==> src/rtl/spi_seq_pkg.sv <==
// Shared types and helpers for the SPI frame sequencer.
package spi_seq_pkg;

  localparam int unsigned ByteW = 8;

  typedef enum logic [2:0] {
    StIdle,
    StSend,
    StAck,
    StGap,
    StDone,
    StErr
  } state_e;

  function automatic int unsigned clamp_len(input int unsigned len, input int unsigned max_len);
    return (len > max_len) ? max_len : len;
  endfunction

endpackage

==> src/rtl/sync_2ff.sv <==
// Two-flop synchronizer for asynchronous level inputs, synchronous reset to zero.
module sync_2ff #(
  parameter int unsigned Width = 1
) (
  input  logic             clk,
  input  logic             rst,
  input  logic [Width-1:0] d,
  output logic [Width-1:0] q
);

  logic [Width-1:0] meta_q;
  logic [Width-1:0] sync_q;

  always_ff @(posedge clk) begin
    if (rst) begin
      meta_q <= '0;
      sync_q <= '0;
    end else begin
      meta_q <= d;
      sync_q <= meta_q;
    end
  end

  assign q = sync_q;

endmodule

==> src/rtl/spi_frame_sequencer.sv <==
// Feeds a multi-byte frame to the byte-wide SPI transmitter, most significant byte first,
// with an inter-byte gap and a handshake timeout.
module spi_frame_sequencer
  import spi_seq_pkg::*;
#(
  parameter int unsigned NUM_BYTES   = 4,
  parameter int unsigned GAP_CYC     = 100,
  parameter int unsigned TIMEOUT_CYC = 1000000,
  parameter int unsigned LEN_W       = $clog2(NUM_BYTES + 1)
) (
  input  logic                       clk,
  input  logic                       rst,
  input  logic                       start,
  input  logic [ByteW*NUM_BYTES-1:0] frame_data,
  input  logic [LEN_W-1:0]           frame_len,
  output logic                       ready,
  output logic                       frame_done,
  output logic                       timeout_err,
  output logic                       spi_send,
  output logic [ByteW-1:0]           spi_data_out,
  output logic                       spi_busy,
  input  logic                       spi_send_done
);

  localparam int unsigned DataW = ByteW * NUM_BYTES;
  localparam int unsigned TmrW  = $clog2(TIMEOUT_CYC + 1);
  localparam int unsigned GapW  = (GAP_CYC > 1) ? $clog2(GAP_CYC + 1) : 1;

  state_e           state_q, state_d;
  logic [DataW-1:0] shadow_q, shadow_d;
  logic [LEN_W-1:0] remaining_q, remaining_d;
  logic [TmrW-1:0]  tmr_q, tmr_d;
  logic [GapW-1:0]  gap_q, gap_d;
  logic             terr_q, terr_d;
  logic             done_s;
  logic [LEN_W-1:0] len_clamped;
  logic [LEN_W-1:0] byte_idx;
  logic [ByteW-1:0] cur_byte;
  logic             tmr_expired;

  sync_2ff #(
    .Width(1)
  ) u_done_sync (
    .clk(clk),
    .rst(rst),
    .d  (spi_send_done),
    .q  (done_s)
  );

  assign len_clamped = LEN_W'(clamp_len(32'(frame_len), NUM_BYTES));
  assign byte_idx    = remaining_q - 1'b1;
  assign tmr_expired = (tmr_q == TmrW'(TIMEOUT_CYC - 1));
  assign timeout_err = terr_q;

  always_comb begin
    cur_byte = '0;
    for (int unsigned k = 0; k < NUM_BYTES; k++) begin
      if (LEN_W'(k) == byte_idx) cur_byte = shadow_q[k*ByteW +: ByteW];
    end
  end

  always_comb begin
    state_d      = state_q;
    shadow_d     = shadow_q;
    remaining_d  = remaining_q;
    terr_d       = terr_q;
    ready        = 1'b0;
    frame_done   = 1'b0;
    spi_send     = 1'b0;
    spi_busy     = 1'b0;
    spi_data_out = '0;

    unique case (state_q)
      StIdle: begin
        ready = 1'b1;
        if (start) begin
          shadow_d    = frame_data;
          remaining_d = len_clamped;
          terr_d      = 1'b0;
          state_d     = (len_clamped == '0) ? StDone : StSend;
        end
      end
      StSend: begin
        spi_send     = 1'b1;
        spi_data_out = cur_byte;
        if (done_s) begin
          state_d     = StAck;
          remaining_d = remaining_q - 1'b1;
        end else if (tmr_expired) begin
          state_d = StErr;
          terr_d  = 1'b1;
        end
      end
      StAck: begin
        spi_busy = 1'b1;
        if (!done_s) begin
          if (remaining_q == '0) state_d = StDone;
          else state_d = (GAP_CYC == 0) ? StSend : StGap;
        end else if (tmr_expired) begin
          state_d = StErr;
          terr_d  = 1'b1;
        end
      end
      StGap: begin
        if (GAP_CYC == 0 || gap_q == GapW'(GAP_CYC - 1)) state_d = StSend;
      end
      StDone: begin
        frame_done = 1'b1;
        state_d    = StIdle;
      end
      StErr: begin
        // Busy releases a transmitter that may be parked in FINISH.
        spi_busy = 1'b1;
        state_d  = StIdle;
      end
      default: state_d = StIdle;
    endcase

    // Both counters restart on every state change.
    tmr_d = '0;
    if (state_d == state_q && (state_q == StSend || state_q == StAck)) tmr_d = tmr_q + 1'b1;
    gap_d = '0;
    if (state_d == state_q && state_q == StGap) gap_d = gap_q + 1'b1;
  end

  always_ff @(posedge clk) begin
    if (rst) begin
      state_q     <= StIdle;
      shadow_q    <= '0;
      remaining_q <= '0;
      tmr_q       <= '0;
      gap_q       <= '0;
      terr_q      <= 1'b0;
    end else begin
      state_q     <= state_d;
      shadow_q    <= shadow_d;
      remaining_q <= remaining_d;
      tmr_q       <= tmr_d;
      gap_q       <= gap_d;
      terr_q      <= terr_d;
    end
  end

endmodule

==> config.mk <==
export PLATFORM = sky130hd
export DESIGN_NAME = spi_frame_sequencer
export DESIGN_NICKNAME = d
export VERILOG_FILES = /design/src/rtl/spi_seq_pkg.sv /design/src/rtl/sync_2ff.sv /design/src/rtl/spi_frame_sequencer.sv
export SDC_FILE = /design/constraint.sdc
export NUM_CORES = 1
export LEC_CHECK = 0
export BUFFER_PORTS_ARGS = -buffer_cell sky130_fd_sc_hd__buf_2
export CORE_ASPECT_RATIO = 0.5
export CORE_MARGIN = 2
export CORE_UTILIZATION = 45
export CTS_BUF_LIST = sky130_fd_sc_hd__clkbuf_2 sky130_fd_sc_hd__clkbuf_4 sky130_fd_sc_hd__clkbuf_8
export CTS_CLUSTER_DIAMETER = 120
export CTS_CLUSTER_SIZE = 12
export DETAILED_ROUTE_END_ITERATION = 12
export GPL_ROUTABILITY_DRIVEN = 0
export GPL_TIMING_DRIVEN = 0
export PLACE_DENSITY = 0.77
export SYNTH_ARGS = -nofsm -noshare
export SYNTH_HDL_FRONTEND = slang
export SYNTH_SLANG_ARGS = --single-unit
==> constraint.sdc <==
create_clock -name clk -period 4.9 [get_ports clk]
set_clock_uncertainty 0.15 [all_clocks]
set_input_delay 0 -clock clk [delete_from_list [all_inputs] [get_ports clk]]
set_output_delay 0 -clock clk [all_outputs]
set_load 0.02 [all_outputs]
# Yosys cells after proc, flatten, opt, wreduce, memory -nomap -nowiden
# Index checks and enable logic that the tools add are counted.
classes:
  addsub: 3
  order_cmp: 1
  eq_ne: 15
  muxes: 26
  bitwise_logic: 2
  n_reduce_logical: 15
ops:
  columns: ["cell", "n"]
  rows:
  - ["$mux 8", 5]
  - ["$mux 3", 10]
  - ["$add 20x1->20 const B", 1]
  - ["$eq 20x20->1 const B", 1]
  - ["$logic_not 3->1", 4]
  - ["$pmux 3 s4", 1]
  - ["$mux 1", 8]
  - ["$add 7x1->7 const B", 1]
  - ["$eq 7x7->1 const B", 1]
  - ["$eq 2x3->1 const A", 2]
  - ["$eq 3x2->1 const B", 2]
  - ["$eq 3x3->1 const B", 2]
  - ["$pmux 3 s2", 1]
  - ["$reduce_or 2->1", 3]
  - ["$ne 2x1->1 const B", 2]
  - ["$ne 2x2->1 const B", 2]
  - ["$reduce_and 4->1", 1]
  - ["$eq 1x3->1 const A", 1]
  - ["$eq 3x1->1 const B", 1]
  - ["$eq 3x3->1", 1]
  - ["$gt 3x3->1 const B", 1]
  - ["$pmux 1 s3", 1]
  - ["$reduce_and 3->1", 1]
  - ["$reduce_bool 3->1", 1]
  - ["other kinds (6)", 8]
word_totals:
  register_bits: 68
  in_bits: 39
  output_inout_bits: 13
  elab_cells: 70

# Depth between registers and ports, before layout
logic_depth:
  depth_word: 10
  depth_mapped: 9
  depth_no_buf: 7

# By module
# From an unflattened synthesis, not the netlist that was laid out.
hier_totals:
  hier_cells: 415
  area_unflattened_um2: 3360.7
modules_own_cells:
  columns: ["module", "instances", "cells_per_inst", "area_per_inst_um2", "seq_area_each_um2"]
  rows:
  - ["spi_frame_sequencer", 1, 411, 3308.2, 1321.3]
  - ["sync_2ff", 1, 4, 52.6, 40.0]

# Least setup slack after synthesis
# OpenSTA, ideal clock, no wires.
synth_path:
  path_type: "register to register"
  start: "reg remaining_q[0]"
  end: "reg tmr_q[12]"
  setup_ns: 0.064
  arrival_ns: 2.004
  t_required_ns: 4.686
  setup_slack_ns: 2.682
  stages_incl_launch_ff: 10
  n_path_buf: 2
  synth_period_minus_slack_ns: 2.218
  cell_sequence: "dfxtp_1 -> inv_1 -> ha_1 -> buf_2 -> nor3b_1 -> nor3b_1 -> o32ai_1 -> a2111o_1 -> buf_6 -> nor2_4"
synth_between:
  elab_chain_cells: 8
synth_lines:
  columns: ["element", "line", "rtl"]
  rows:
  - ["start, declared", "spi_frame_sequencer.sv:31", "logic [LEN_W-1:0] remaining_q, remaining_d;"]
  - ["start signal, assigned", "spi_frame_sequencer.sv:137", "remaining_q <= remaining_d;"]
  - ["$logic_not 3->1", "spi_frame_sequencer.sv:97", "if (remaining_q == '0) state_d = StDone;"]
  - ["$mux 3", "spi_frame_sequencer.sv:97", null]
  - ["$mux 3", "spi_frame_sequencer.sv:96", "if (!done_s) begin"]
  - ["$pmux 3 s4", "spi_frame_sequencer.sv:73", "unique case (state_q)"]
  - ["$eq 3x3->1", "spi_frame_sequencer.sv:121", "if (state_d == state_q && (state_q == StSend || state_q == StAck)) tmr_d = tmr_q + 1'b1;"]
  - ["$logic_and 1x1->1", "spi_frame_sequencer.sv:121", null]
  - ["$not 1->1 (no source line)", null, null]
  - ["$reduce_or 2->1 (no source line)", null, null]
  - ["end signal, assigned", "spi_frame_sequencer.sv:138", "tmr_q <= tmr_d;"]
  - ["end, declared", "spi_frame_sequencer.sv:32", "logic [TmrW-1:0] tmr_q, tmr_d;"]
# No other way between the ends.
# A chain may end at the register's enable or synchronous reset.

# Final worst setup path
layout_path:
  start: "reg remaining_q[0]"
  end: "reg tmr_q[6]"
# Same word-level chain as after synthesis.

==> PnR_summary.wiki <==
{| class="wikitable"
! Metric !! Value
|-
| Number of buffers and inverters on the critical path || 3
|-
| Site row count || 21
|-
| Residual DRC count || 0
|-
| H-tree levels || 3
|-
| Final design area excluding fillers || 4180 µm²
|-
| Critical Path Source Type || register
|-
| Data required time of the critical path || 5030 ps
|-
| Post-synth EDFFs || 0
|-
| Post-synthesis share of cell area spent on full adders, half adders and majority gates || 2.71%
|-
| Cell chain of the critical path || inv_1 -> ha_1 -> buf_2 -> nor3b_1 -> nor3b_1 -> o32ai_1 -> a2111o_1 -> buf_6 -> nor2_1
|-
| Area fraction in compound gates after synthesis || 13.6%
|-
| Final worst path period need || 2470 ps
|-
| GRT Resource Usage Total || 20.2%
|-
| FF/Latch Area || 1360 µm²
|-
| Ranking of synthesized cells by instance count || nand2_1, dfxtp_1, a21oi_1
|-
| Worst path most repeated cell || nor3b_1
|-
| Footprint of the multi-input gates || 1730 µm²
|-
| Overall die height || 64.0 µm
|-
| Predominant post-synthesis flop cell || dfxtp_1
|-
| FMAX || 0.405 GHz
|-
| Worst-margin pin slew || 886 ps
|-
| CTS buffer count || 9
|-
| Final clock period utilization by the worst path || 50.4%
|-
| Largest buffer count on any clock path || 2
|-
| Post-synthesis cell count || 407
|-
| Unrepaired setup endpoints after global routing || false
|-
| Post-CTS clock slew at the launch and capture registers of the worst setup and hold paths || 70 ps
|-
| Largest net degree at the start of global routing || 11
|-
| Final setup violation count || 0
|-
| Antenna violations before repair || 0
|-
| Placeable core region || 6830 µm²
|-
| Post-synthesis mux area share || 0%
|-
| Synthesized-area fraction occupied by and/or/nand/nor cells || 30.6%
|-
| Chip Width || 124 µm
|-
| Highest fanout seen on the critical path || 10
|-
| Fillcell total || 588
|-
| Final total negative setup slack || 0 ps
|-
| Area added between synthesis and finish || 29.1%
|-
| Library cell used as clock root buffer || clkbuf_8
|-
| Starting DRT DRC Count || 227
|-
| Layout net count || 554
|-
| Most common cell in the synthesized netlist || nand2_1
|-
| Arrival time at the worst endpoint || 2600 ps
|-
| Number of diodes || 0
|-
| Combinational family with the most area after synthesis || simple AND/OR/NAND/NOR gates
|-
| Total routed wirelength || 7440 µm
|-
| Hold Violations, Final || 0
|-
| Delay of the slowest cell on the worst path || 410 ps
|-
| CP top delay family || simple AND/OR/NAND/NOR gates
|-
| Latest clock arrival within the worst-skew pair || 350 ps
|-
| Fraction of synthesized cell area taken by the top area cell type || 42.1%
|-
| Number of warnings issued by yosys || 0
|-
| Run status || complete, no violations
|-
| Via density per instance || 5.07
|-
| Worst hold-check path type || input port to register
|-
| Final HPWL from detailed placement || 4940 µm
|-
| Xor/xnor share of the synthesized area || 6.49%
|-
| Vias in the first global route || 2953
|-
| Count of buffers from port buffering || 51
|-
| Synthesized area per cell || 7.95 µm²
|-
| Leakage power || 0.00159 µW
|-
| Total cell area at the placement stage || 3610 µm²
|-
| Cell variety after synth || 38
|-
| VDD IR max || 183 µV
|-
| Detail Route Antenna Nets || 0
|-
| Netlist area before placement || 3240 µm²
|-
| Global-route wire length before repair || 12600 µm
|-
| TritonCTS clock tree || done
|-
| Sink Count || 68
|-
| Register area share after synthesis || 42.1%
|-
| Routed length per instance || 12.3 µm
|-
| Die Footprint || 7930 µm²
|-
| Iteration count of the initial detailed-routing pass || 4
|-
| Fraction of layout instances using a drive strength above 1 || 16.6%
|-
| Power Dens Cells || 284 nW/µm²
|-
| Detailed-route via count || 3058
|-
| Type of the worst setup path || register to register
|-
| Crit-path slowest cell || dfxtp_1
|-
| Area leader, netlist || dfxtp_1
|-
| Largest cells by area after synthesis || dfxtp_1, nand2_1, a21oi_1, xor2_1, nor2_1
|-
| Capturing element type of the critical path || register
|-
| MaxCap Viol Count || 0
|-
| Tightest slew margin relative to the limit || 40.8%
|-
| Final count of pins violating max slew || 0
|-
| Starting density of the core || 47.4%
|-
| Flip-flop and latch count after synthesis || 68
|-
| Leftover overflow at the end of global routing || 0
|-
| Async SR Flop Fraction || 0%
|-
| Post-CTS sizing || 0
|-
| Number of top-level design ports || 52
|-
| Number of nets in the synthesized netlist || 453
|}
## worst reg2reg max path: cells and delay by family (launching register included)
| kind | cells | cell delay (ps) |
|---|---|---|
| compound gates | 2 | 560 |
| buf+inv | 3 | 450 |
| flops | 1 | 410 |
| simple gates | 3 | 630 |
| fa+ha+maj | 1 | 190 |
## final timing paths
kind	from	to	slack, ps	cells past startpoint
worst min-delay path	start	shadow_q[0]	8	4
worst min register to register	u_done_sync.meta_q	u_done_sync.q	290	1
worst max register to register	remaining_q[0]	tmr_q[6]	2430	9
worst max-delay path	remaining_q[0]	tmr_q[6]	2430	9
## logic make-up after synthesis
group,Yosys count
flip-flops,68
adder cells (fa/ha/maj),7
AND/OR/NAND/NOR,205
XOR/XNOR,24
AO/OA/AOI/OAI,73
buffers and inverters,30
## metal layers
| metal | track usage (%) | wire length [µm] | up-vias |
|---|---|---|---|
| met3 | 7.05 | 308 | 19 |
| met2 | 35.1 | 3580 | 56 |
| li1 | - | - | 1570 |
| met5 | 0 | 0 | - |
| met4 | 7.16 | 182 | 0 |
| met1 | 23.1 | 3370 | 1413 |
## area by class of cell
cell class,instances,area share [%]
timing repair buffer,90,15.5
multi-input combinational,309,41.4
sequential,68,32.6
inverter,8,0.719
clock inverter,1,0.180
tap,92,2.76
clock buffer,13,4.13
buffer,22,2.82
## flip-flops by register name, summed over array words and instances (netlist names)
| signal | count |
|---|---|
| gap_q | 7 |
| remaining_q | 3 |
| shadow_q | 32 |
| state_q | 3 |
| timeout_err | 1 |
| tmr_q | 20 |
| u_done_sync.meta_q | 1 |
| u_done_sync.q | 1 |
## where the power goes
| part | switching [µW] | leakage, µW | internal (µW) |
|---|---|---|---|
| registers | 14.1 | 0.000554 | 576 |
| logic | 94.9 | 0.000940 | 76.2 |
| clock network | 202 | 0.0000910 | 225 |
## what timing repair did
| item | 4_1_cts | 5_1_grt |
|---|---|---|
| hold buffers | 39 | 0 |
| hold endpoints to repair | 41 | 0 |
| setup endpoints to repair | 0 | 0 |
| setup buffers | 0 | 0 |
## per-stage QoR
stage | util [%] | hold WS [ps] | total power, µW | setup WS, ps | cells
finish | 61.2 | 7.67 | 1190 | 2430 | 603
global route | 61.2 | 47.2 | 1240 | 2170 | 603
CTS | 61.2 | 0.485 | 1190 | 2420 | 603
detailed placement | 52.8 | 83.0 | 747 | 2450 | 550
global placement | 52.8 | 80.4 | 744 | 2500 | 550
floorplan | - | -21.8 | 701 | 2680 | 407
## cells in the final DEF, fill, tap and decap left out, types with 3 or more instances in the layout
| cell | count |
|---|---|
| nand2_1 | 80 |
| nor3b_1 | 3 |
| nand3_1 | 18 |
| nor2_1 | 35 |
| a221oi_1 | 8 |
| xor2_1 | 16 |
| nor3_1 | 15 |
| nor2b_1 | 19 |
| xnor2_1 | 8 |
| o21ai_0 | 6 |
| ha_1 | 7 |
| nand2b_1 | 4 |
| dfxtp_1 | 68 |
| buf_2 | 52 |
| dlygate4sd3_1 | 39 |
| nand4_1 | 3 |
| inv_1 | 8 |
| and3_1 | 5 |
| nor4_1 | 3 |
| a21oi_1 | 51 |
| clkbuf_1 | 15 |
| buf_6 | 4 |
| nand3b_1 | 3 |
| nor2_2 | 9 |
| clkbuf_8 | 12 |
Note: power is estimated with default switching activity, not from simulation.
